`config.mk`:
```
export PLATFORM = sky130hd
export DESIGN_NAME = hazard_flush_ctrl
export DESIGN_NICKNAME = d
export VERILOG_FILES = /design/src/rtl/hazard_pkg.sv /design/src/rtl/sat_counter.sv /design/src/rtl/hazard_flush_ctrl.sv
export SDC_FILE = /design/constraint.sdc
export NUM_CORES = 1
export LEC_CHECK = 0
export CAP_MARGIN = 15
export CORE_MARGIN = 2
export CORE_UTILIZATION = 50
export CTS_BUF_LIST = sky130_fd_sc_hd__clkbuf_8
export DETAILED_ROUTE_END_ITERATION = 7
export PLACE_DENSITY_LB_ADDON = 0.15
export SYNTH_ARGS = -nofsm -noshare
export SYNTH_HDL_FRONTEND = slang
export SYNTH_SLANG_ARGS = --single-unit
```
`constraint.sdc`:
```
create_clock -name clk_i -period 2.5 [get_ports clk_i]
set_input_delay 0.375 -clock clk_i [delete_from_list [all_inputs] [get_ports clk_i]]
set_output_delay 0.375 -clock clk_i [all_outputs]
set_load 0.1 [all_outputs]
```
`src/rtl/hazard_pkg.sv`:
```
// Shared types and defaults for the hazard/flush controller.
// Imported by the controller top.
package hazard_pkg;

  typedef enum logic {
    RUN   = 1'b0,
    STALL = 1'b1
  } state_e;

  localparam logic [4:0] REG_ZERO = 5'd0;

  localparam int LOAD_STALL_CYCLES_DEF = 1;
  localparam int CNT_W_DEF             = 16;

endpackage

```
`src/rtl/sat_counter.sv`:
```
// Saturating up-counter: counts inc_i cycles, holds at all-ones.
// Used for the stall and flush performance counters.
module sat_counter #(
  parameter int CNT_W = 16
) (
  input  logic             clk_i,
  input  logic             rst_ni,
  input  logic             inc_i,
  output logic [CNT_W-1:0] count_o
);

  logic [CNT_W-1:0] cnt_q, cnt_d;

  always_comb begin
    cnt_d = cnt_q;
    if (inc_i && (cnt_q != '1))
      cnt_d = cnt_q + 1'b1;
  end

  always_ff @(posedge clk_i or negedge rst_ni) begin
    if (!rst_ni)
      cnt_q <= '0;
    else
      cnt_q <= cnt_d;
  end

  assign count_o = cnt_q;

endmodule

```
`src/rtl/hazard_flush_ctrl.sv`:
```
// Load-use stall and branch/jump flush control for the 5-stage pipe.
// Outputs are combinational so the stall takes effect in the detect cycle.
module hazard_flush_ctrl
  import hazard_pkg::*;
#(
  parameter int LOAD_STALL_CYCLES = LOAD_STALL_CYCLES_DEF,
  parameter int CNT_W             = CNT_W_DEF
) (
  input  logic             clk_i,
  input  logic             rst_i,
  input  logic             IDEX_MemRead_i,
  input  logic [4:0]       IDEX_RegisterRt_i,
  input  logic [4:0]       IFID_RegisterRs_i,
  input  logic [4:0]       IFID_RegisterRt_i,
  input  logic             IFID_UsesRt_i,
  input  logic             PCSrc_i,
  input  logic             Jump_i,
  output logic             PCWrite_o,
  output logic             IFID_Write_o,
  output logic             IF_Flush_o,
  output logic             ID_Flush_o,
  output logic             EX_Flush_o,
  output logic [CNT_W-1:0] stall_cnt_o,
  output logic [CNT_W-1:0] flush_cnt_o
);

  localparam int RW = $clog2(LOAD_STALL_CYCLES) + 1;
  localparam logic [RW-1:0] RELOAD = RW'(LOAD_STALL_CYCLES - 1);
  localparam logic [RW-1:0] LAST   = RW'(1);

  state_e        state_q, state_d;
  logic [RW-1:0] remain_q, remain_d;

  logic hz;
  logic rs_hit;
  logic rt_hit;
  logic stall;
  logic br_flush;

  assign rs_hit = (IDEX_RegisterRt_i == IFID_RegisterRs_i);
  assign rt_hit = IFID_UsesRt_i &
                  (IDEX_RegisterRt_i == IFID_RegisterRt_i);

  assign hz = IDEX_MemRead_i &
              (IDEX_RegisterRt_i != REG_ZERO) &
              (rs_hit | rt_hit);

  // Reset forces the free-running defaults regardless of inputs.
  assign br_flush = rst_i & PCSrc_i;
  assign stall    = rst_i & ~PCSrc_i &
                    (hz | (state_q == STALL));

  always_comb begin
    PCWrite_o    = 1'b1;
    IFID_Write_o = 1'b1;
    IF_Flush_o   = 1'b0;
    ID_Flush_o   = 1'b0;
    EX_Flush_o   = 1'b0;
    if (br_flush) begin
      IF_Flush_o = 1'b1;
      ID_Flush_o = 1'b1;
      EX_Flush_o = 1'b1;
    end else if (stall) begin
      PCWrite_o    = 1'b0;
      IFID_Write_o = 1'b0;
      ID_Flush_o   = 1'b1;
    end else if (rst_i && Jump_i) begin
      IF_Flush_o = 1'b1;
    end
  end

  always_comb begin
    state_d  = state_q;
    remain_d = remain_q;
    if (PCSrc_i) begin
      state_d  = RUN;
      remain_d = '0;
    end else if (state_q == STALL) begin
      remain_d = remain_q - 1'b1;
      if (remain_q == LAST)
        state_d = RUN;
    end else if (hz && (LOAD_STALL_CYCLES > 1)) begin
      state_d  = STALL;
      remain_d = RELOAD;
    end
  end

  always_ff @(posedge clk_i or negedge rst_i) begin
    if (!rst_i) begin
      state_q  <= RUN;
      remain_q <= '0;
    end else begin
      state_q  <= state_d;
      remain_q <= remain_d;
    end
  end

  sat_counter #(
    .CNT_W (CNT_W)
  ) u_stall_cnt (
    .clk_i   (clk_i),
    .rst_ni  (rst_i),
    .inc_i   (~PCWrite_o),
    .count_o (stall_cnt_o)
  );

  sat_counter #(
    .CNT_W (CNT_W)
  ) u_flush_cnt (
    .clk_i   (clk_i),
    .rst_ni  (rst_i),
    .inc_i   (br_flush),
    .count_o (flush_cnt_o)
  );

endmodule

```
==> metrics, run 1 <==
number of synthesized flops with an enable pin 0; Starting Density 52.6%; Num CTS Buffers 5; Hold Violations, Final 0; RSZ-0062 raised after global routing no; Pleak approximately 1.2 nW; CP delay by family, top buffers and inverters; vias in the first global route approximately 1,500; first-pass GRT wire length 6720 um; post-synth top area share between 40 and 50%; Worst Path Required around 2.1 ns; initial DRC count around 80; Area contributors post-synth dfrtp_1 48%, xnor2_1 11%, xor2_1 8.8%, nand2_1 4.0%, nand3_1 3.4%; post-route ant nets 0; Syn-to-layout area delta 42.8%; largest area contributor in the netlist dfrtp_1; fin crit period roughly 2.4 ns; Setup crit end kind output pin; GRT Total Usage between 20% and 30%; Mapped Area 1780 sq um; peak supply drop between 0.9 and 1 mV; Post-CTS Setup Inserts 0; Area after DPL 2390 sq um; Synth cell types 30; Root Buffer clkbuf_8; Seq cells post-synth 34; Post-DP HPWL around 3000 um; fmax 0.411 GHz; synthesized area per cell 10.7 sq um; drt via density 5.22; Reg clk slew, reported paths around 0.070 ns; R2R cell count 7; DRC viols 0; pre-CTS setup slack roughly 0.022 ns; fin nets approximately 260; Synth Warn # 0; Worst Path Buf+Inv 2; top cells by count, synth 34 x dfrtp_1, 22 x xnor2_1, 19 x nand2_1, 18 x xor2_1, 12 x nand3_1; clock skew 0.00704 ns; latest clock arrival within the worst-skew pair 0.29 ns; port bufs 57; Pins Over Slew Limit 0; Die Area slightly above 4000 sq um; crit path max-delay cell type clkdlybuf4s50_1; routability cong. around 0.77; Worst Path Arrival approximately 2.1 ns; Pwr per Cell Area 815 nW/um^2; largest net degree at the start of global routing 20; Die H approximately 64 um; dominant synthesized flop cell dfrtp_1; register area share after synthesis a little under half; Setup WS post-layout about 0.067 ns; status finished clean; count leader, synth dfrtp_1; WS Path Type primary input to output pin; Max-Cap Viols 0; Worst Tran Pin Value about 0.55 ns; period utilization 97.3%; TritonCTS Sinks 34; async set or reset register ratio after synthesis between 90% and 100%; Detailed Routing Iterations Pass 1 4; share of cells above drive strength 1 between 20% and 30%; final setup vio count 0; DIE WIDTH about 64 um; Overflow after GRT 0; Via Count roughly 1,500; htree depth 2; worst rel slew slack ~63%; r2r endpoint u_stall_cnt.count_o[1]; number of I/O pins 58; crit-path cells clkdlybuf4s50_1 > xnor2_1 > nand4_1 > o22ai_2 > a31oi_4 > or2_2 > buf_12; Setup crit start IDEX_RegisterRt_i[3]; HP Class primary input to async pin; r2r setup slk 0.56 ns; largest fanout on the critical path 5; r2r startpoint u_stall_cnt.count_o[0]; Syn Inst Count about 170; final wirelength around 4000 um; Worst setup SP type primary input; final core occ between 70 and 80%; setup TNS 0 ns; Routed WL per cell roughly 14 um; ANT cells 0; final instance area about 2500 sq um; Synthesized Nets around 190; Bufs on Longest Clock Path 2; row cnt 21; initial antenna violation count 0; CTS tree built; Max stage delay on crit path approximately 0.56 ns; core box area 3390 sq um
-- how the worst max path moves through the flow --
stage	end	slack (ns)	cells after the start
2_1_floorplan	IF_Flush_o	0.08	7
3_3_place_gp	PCWrite_o	0.11	7
3_5_place_dp	IFID_Write_o	0.02	7
4_1_cts	IFID_Write_o	0.01	7
5_1_grt	IFID_Write_o	0.02	7
6_report	IFID_Write_o	0.07	7
-- area by class of cell --
| class | instances | area [sq um] |
|---|---|---|
| clock buffers | 5 | 68.8 |
| clock inverters | 3 | 68.8 |
| fillers | 248 | 845 |
| inverters | 3 | 11.3 |
| multi-input cells | 127 | 915 |
| flip-flops and latches | 34 | 851 |
| well taps | 46 | 57.6 |
| repair buffers | 61 | 573 |
-- kinds of logic after synthesis --
family	after synthesis	share of synthesized area, %
adders and majority gates	2	1.40
xor gates and xnor gates	40	19.7
buffers and inverters	5	1.69
DFF	34	47.8
and+or+nand+nor	75	23.9
AOI/OAI and AO/OA	8	4.28
muxes	2	1.26
-- layer usage --
metal / share of wire (%) / track usage (%) / vias up / wire, um
li1: - / - / 715 / -
met1: 42 / 24.6 / 684 / 1680
met2: 50 / 37.2 / 53 / 2020
met3: 6.4 / 5.71 / 5 / 257
met4: 1.2 / 7.88 / 0 / 49
met5: 0 / 0 / - / 0
-- sequential cells by signal, indices dropped and copies added, names as in the netlist --
register,cells
u_flush_cnt.count_o,16
u_stall_cnt.count_o,16
remain_q,1
state_q,1
-- worst register-to-register path, stage by stage (launching register included) --
cell     delay [ns]
dfrtp_1        0.43
ha_1           0.22
nand2_1        0.14
nor2_1         0.11
nand4_1        0.15
nand3_2        0.23
nor2_2         0.20
mux2_2         0.35
-- power by group --
group	internal (mW)	switching (mW)	leakage, nW
combinational	0.190	0.590	0.690
clock	0.399	0.208	0.0683
sequential	0.610	0.0766	0.460
-- through the flow --
step / total power, mW / std cells / hold slack [ns]
6_report: 2.08 / 279 / 0.131
5_1_grt: 2.16 / 279 / 0.143
4_1_cts: 2.09 / 279 / 0.133
3_5_place_dp: 1.48 / 271 / 0.442
3_3_place_gp: 1.46 / 271 / 0.434
2_1_floorplan: 1.27 / 166 / 0.0794
-- placed cells by master (no fill, tap or decap), types with 2 or more instances in the layout --
cell type / netlist / final
nand4_1: 6 / 6
clkdlybuf4s50_1: 0 / 16
nor3_1: 7 / 7
xor2_1: 18 / 18
nor4_1: 7 / 7
nor2_1: 9 / 9
clkbuf_8: 0 / 5
dfrtp_1: 34 / 34
xnor2_1: 22 / 21
or2_2: 2 / 2
buf_12: 0 / 5
mux2_2: 2 / 2
o41ai_1: 2 / 2
inv_1: 3 / 3
bufinv_16: 0 / 2
nor4b_2: 2 / 2
nor3b_1: 2 / 2
a21oi_1: 2 / 2
buf_4: 1 / 36
nand2_1: 19 / 19
ha_1: 2 / 2
nand3_1: 12 / 12
dlymetal6s2s_1: 0 / 3
and4_4: 2 / 2
-- timing repair --
item	CTS	global route
hold buffers	0	0
setup endpoints to repair	0	3
gates resized for setup	0	4
(Power assumes the default switching activity.)
==> run 2, diff against run 1 <==
--- a/config.mk
+++ b/config.mk
@@ -7,7 +7,7 @@
 export LEC_CHECK = 0
 export CAP_MARGIN = 15
 export CORE_MARGIN = 2
-export CORE_UTILIZATION = 50
+export CORE_UTILIZATION = 30
 export CTS_BUF_LIST = sky130_fd_sc_hd__clkbuf_8
 export DETAILED_ROUTE_END_ITERATION = 7
 export PLACE_DENSITY_LB_ADDON = 0.15
==> metrics, run 2 (same netlist as run 1, synthesis figures left out) <==
Pleak 1.20 nW (was 1.22 nW); status finished clean (unchanged); R2R cell count 7 (unchanged); pre-CTS setup slack 0.0731 ns (was 0.0216 ns); Bufs on Longest Clock Path 2 (unchanged); HP Class primary input to async pin (unchanged); Post-CTS Setup Inserts 0 (unchanged); r2r startpoint u_stall_cnt.count_o[0] (unchanged); ANT cells 0 (unchanged); most frequent cells in the layout 38 x buf_4, 34 x dfrtp_1, 22 x xnor2_1 (was 36 x buf_4, 34 x dfrtp_1, 21 x xnor2_1); fillers 607 (was 248); Worst Path Arrival 1.96 ns (was 2.06 ns); Die H 81.1 um (was 63.7 um); Via Count 1,455 (was 1,457); Worst setup SP type primary input (unchanged); initial antenna violation count 0 (unchanged); DIE WIDTH 81.1 um (was 63.7 um); Placed Cells incl. Taps 302 (was 271); Worst Path Required 2.12 ns (about the same); final wirelength 3810 um (was 4010 um); r2r setup slk 0.57 ns (was 0.56 ns); Max-Cap Viols 0 (unchanged); fin nets 258 (was 255); period utilization 93.3% (was 97.3%); largest net degree at the start of global routing 25 (was 20); post-route ant nets 0 (unchanged); Post-DP HPWL 3010 um (was 3060 um); Root Buffer clkbuf_8 (unchanged); RSZ-0062 raised after global routing no (unchanged); Setup WS post-layout 0.167 ns (was 0.0674 ns); Worst Tran Pin Value 0.432 ns (was 0.555 ns); commonest non-fill, non-tap cell in the layout buf_4 (unchanged); row cnt 28 (was 21); drt via density 4.68 (was 5.22); latest clock arrival within the worst-skew pair 0.28 ns (was 0.29 ns); Routed WL per cell 12.3 um (was 14.4 um); Detailed Routing Iterations Pass 1 4 (unchanged); final core occ 44.7% (was 75.1%); r2r endpoint u_stall_cnt.count_o[1] (unchanged); core box area 5820 sq um (was 3390 sq um); DRC viols 0 (unchanged); CTS tree built (unchanged); Reg clk slew, reported paths 0.07 ns (about the same); Starting Density 30.6% (was 52.6%); final std cells w/o fill 311 (was 279); routability cong. 0.710 (was 0.770); Syn-to-layout area delta 45.9% (was 42.8%); Die Area 6570 sq um (was 4060 sq um); number of I/O pins 58 (unchanged); WS Path Type primary input to output pin (unchanged); worst rel slew slack 70.9% (was 63.0%); GRT Total Usage 12.4% (was 21.2%); first-pass GRT wire length 6150 um (was 6720 um); initial DRC count 29 (was 79); Setup crit end kind output pin (unchanged); peak supply drop 0.579 mV (was 0.918 mV); TritonCTS Sinks 34 (unchanged); fmax 0.429 GHz (was 0.411 GHz); largest fanout on the critical path 5 (unchanged); share of cells above drive strength 1 28.4% (was 28.3%); port bufs 57 (unchanged); total power 2.09 mW (was 2.08 mW); Hold Violations, Final 0 (unchanged); final setup vio count 0 (unchanged); Pwr per Cell Area 805 nW/um^2 (was 815 nW/um^2); vias in the first global route 1,365 (was 1,536); clock skew 0.00600 ns (was 0.00704 ns); Pins Over Slew Limit 0 (unchanged); Overflow after GRT 0 (unchanged); Num CTS Buffers 5 (unchanged); htree depth 2 (unchanged); fin crit period 2.33 ns (was 2.43 ns); setup TNS 0 ns (unchanged)
==> run 2: power by group <==
part           switching [mW]  internal [mW]
logic                   0.584          0.193
registers              0.0796          0.610
clock network           0.199          0.425
total                   0.863           1.23
==> run 2: timing repair <==
item,CTS,global route
endpoints found under the setup margin,0,2
hold buffers,1,0
hold endpoints to repair,1,0
resized for setup,0,1
==> run 2: how the worst max path moves through the flow <==
stage	from	end	slack, ns	cells past startpoint
finish	IDEX_RegisterRt_i[0]	PCWrite_o	0.17	7
global route	IDEX_RegisterRt_i[2]	IF_Flush_o	0.04	8
CTS	IDEX_RegisterRt_i[0]	PCWrite_o	0.07	7
detailed placement	IDEX_RegisterRt_i[0]	PCWrite_o	0.07	7
global placement	IDEX_RegisterRt_i[0]	IFID_Write_o	0.08	7
floorplan	IFID_RegisterRt_i[3]	IF_Flush_o	0.08	7
==> run 2: final cells by class <==
| cell class | instances | area, sq um | area share [%] |
|---|---|---|---|
| inverters | 3 | 11.3 | 0.433 |
| repair buffers | 64 | 591 | 22.7 |
| well taps | 75 | 93.8 | 3.61 |
| clock inverters | 2 | 60.1 | 2.31 |
| clock buffers | 6 | 82.6 | 3.18 |
| multi-input cells | 127 | 910 | 35.0 |
| flip-flops and latches | 34 | 851 | 32.7 |
==> run 2: worst max-delay path: stages <==
cell and delay, ns:
clkdlybuf4s50_1 0.53, xnor2_1 0.13, nand3_1 0.11, o22ai_2 0.22, a31oi_4 0.13, or2_4 0.28
buf_12 0.17
==> run 2: metrics by stage <==
step | instance area [sq um] | hold WS, ns
3_3_place_gp | 2440 | 0.219
4_1_cts | 2600 | 0.453
2_1_floorplan | 1790 | 0.0794
5_1_grt | 2600 | 0.462
3_5_place_dp | 2440 | 0.214
6_report | 2600 | 0.453
==> run 2: metal layers <==
layer	share of wire [%]	vias to the layer above	track usage [%]
li1	-	720	-
met1	44	679	15.9
met2	46	50	18.5
met3	7.9	6	4.78
met4	1.9	0	5.59
met5	0	-	0
==> run 3, diff against run 2 <==
--- a/config.mk
+++ b/config.mk
@@ -6,6 +6,8 @@
 export NUM_CORES = 1
 export LEC_CHECK = 0
 export CAP_MARGIN = 15
+export CELL_PAD_IN_SITES_DETAIL_PLACEMENT = 0
+export CELL_PAD_IN_SITES_GLOBAL_PLACEMENT = 1
 export CORE_MARGIN = 2
 export CORE_UTILIZATION = 30
 export CTS_BUF_LIST = sky130_fd_sc_hd__clkbuf_8
==> metrics, run 3 (same netlist as run 1, synthesis figures left out) <==
status finished clean (unchanged); largest net degree at the start of global routing 22 (was 25); Root Buffer clkbuf_8 (unchanged); WS Path Type primary input to output pin (unchanged); post-route ant nets 0 (unchanged); Worst Tran Pin Value 0.483 ns (was 0.432 ns); Reg area 851 sq um (unchanged); routability cong. 0.739 (was 0.710); ANT cells 0 (unchanged); Routed WL per cell 12.5 um (was 12.3 um); Pins Over Slew Limit 0 (unchanged); crit path max-delay cell type clkdlybuf4s50_1 (unchanged); peak supply drop 0.631 mV (was 0.579 mV); CTS tree built (unchanged); RSZ-0062 raised after global routing no (unchanged); Overflow after GRT 0 (unchanged); Post-DP HPWL 3040 um (was 3010 um); Hold Violations, Final 0 (unchanged); Worst Path Arrival 1.97 ns (was 1.96 ns); Post-CTS Setup Inserts 0 (unchanged); largest fanout on the critical path 5 (unchanged); port bufs 57 (unchanged); Setup crit end kind output pin (unchanged); share of cells above drive strength 1 28.0% (was 28.4%); TritonCTS Sinks 34 (unchanged); Reg clk slew, reported paths 0.07 ns (about the same); Max-Cap Viols 0 (unchanged); r2r setup slk 0.59 ns (was 0.57 ns); clock skew 0.00755 ns (was 0.00600 ns); Detailed Routing Iterations Pass 1 4 (unchanged); CP delay by family, top buffers and inverters (unchanged); GRT Total Usage 12.6% (was 12.4%); Starting Density 30.6% (unchanged); fin crit period 2.35 ns (was 2.33 ns); final setup vio count 0 (unchanged); Pwr per Cell Area 735 nW/um^2 (was 805 nW/um^2); Worst Path Required 2.12 ns (about the same); first-pass GRT wire length 6430 um (was 6150 um); Die Area 6570 sq um (unchanged); row cnt 28 (unchanged); Bufs on Longest Clock Path 2 (unchanged); Num CTS Buffers 5 (unchanged); period utilization 94.0% (was 93.3%); fillers 604 (was 607); Max stage delay on crit path 0.54 ns (was 0.53 ns); Worst setup SP type primary input (unchanged); vias in the first global route 1,396 (was 1,365); DRC viols 0 (unchanged); Syn-to-layout area delta 43.0% (was 45.9%); setup TNS 0 ns (unchanged); r2r endpoint u_stall_cnt.count_o[1] (unchanged); total power 1.87 mW (was 2.09 mW); htree depth 2 (unchanged); pre-CTS setup slack 0.0529 ns (was 0.0731 ns); Worst Path Buf+Inv 2 (unchanged); Pleak 1.18 nW (was 1.20 nW); final wirelength 3890 um (was 3810 um); core box area 5820 sq um (unchanged); crit-path cells clkdlybuf4s50_1 > xnor2_1 > nand3_1 > o22ai_2 > a31oi_4 > or2_4 > buf_12 (unchanged); Via Count 1,444 (was 1,455); latest clock arrival within the worst-skew pair 0.28 ns (about the same); Setup crit start IDEX_RegisterRt_i[1] (was IDEX_RegisterRt_i[0]); HP Class primary input to async pin (unchanged); WP depth 7 (unchanged); drt via density 4.64 (was 4.68); r2r startpoint u_stall_cnt.count_o[0] (unchanged); initial antenna violation count 0 (unchanged); fin nets 258 (unchanged); initial DRC count 65 (was 29); Setup WS post-layout 0.150 ns (was 0.167 ns); CP endpoint PCWrite_o (unchanged); Die H 81.1 um (unchanged); most frequent cells in the layout 38 x buf_4, 34 x dfrtp_1, 22 x xnor2_1 (unchanged); Multi-input gate area 910 sq um (unchanged); DIE WIDTH 81.1 um (unchanged); number of I/O pins 58 (unchanged); commonest non-fill, non-tap cell in the layout buf_4 (unchanged); R2R cell count 7 (unchanged); fmax 0.426 GHz (was 0.429 GHz); worst rel slew slack 67.5% (was 70.9%)
[run 3: changes by cell type in the layout (fill, tap and decap cells not counted), sizes merged]
cell / before / now
inv: 3 / 4
clkinv: 0 / 1
bufinv: 2 / 0
[run 3: timing repair]
| action | in CTS | in global routing |
|---|---|---|
| hold buffers | 1 | 0 |
| hold endpoints to repair | 2 | 0 |
| resized for setup | 0 | 1 |
| endpoints found under the setup margin | 0 | 2 |
[run 3: power by group]
group	internal, mW	leakage [nW]	switching, mW
Clock	0.218	0.0524	0.191
Sequential	0.611	0.460	0.0778
Combinational	0.192	0.672	0.582
[run 3: area by class of cell]
class | count | share of cell area (%)
Timing Repair Buffer | 64 | 23.2
Inverter | 3 | 0.442
Tap cell | 75 | 3.68
Clock inverter | 2 | 0.344
Sequential cell | 34 | 33.4
Clock buffer | 6 | 3.24
Multi-Input combinational cell | 127 | 35.7
[run 3: metrics by stage]
stage / util (%) / instances / cell area (sq um) / hold slack (ns)
CTS: 43.8 / 311 / 2540 / 0.436
global route: 43.8 / 311 / 2550 / 0.448
detailed placement: 42.0 / 302 / 2440 / 0.204
finish: 43.8 / 311 / 2550 / 0.437
global placement: 42.0 / 302 / 2440 / 0.207
floorplan: - / 166 / 1790 / 0.0794
[run 3: worst min-delay path by stage]
stage | to | start
2_1_floorplan | remain_q | rst_i
3_3_place_gp | remain_q | rst_i
3_5_place_dp | state_q | rst_i
4_1_cts | state_q | rst_i
5_1_grt | state_q | rst_i
6_report | state_q | rst_i
[run 3: worst register-to-register path, stage by stage, from the launching register on]
cell,delay [ns]
dfrtp_1,0.42
ha_1,0.22
nand2_1,0.14
nor2_1,0.10
nand4_1,0.14
nand3_2,0.22
nor2_2,0.20
mux2_2,0.34
[run 3: routing by layer]
layer	global-route usage, %	up-vias	part of all wire [%]
li1	-	719	-
met1	16.7	673	46
met2	19.3	50	46
met3	4.22	2	7.4
met4	4.07	0	0.54
met5	0	-	0
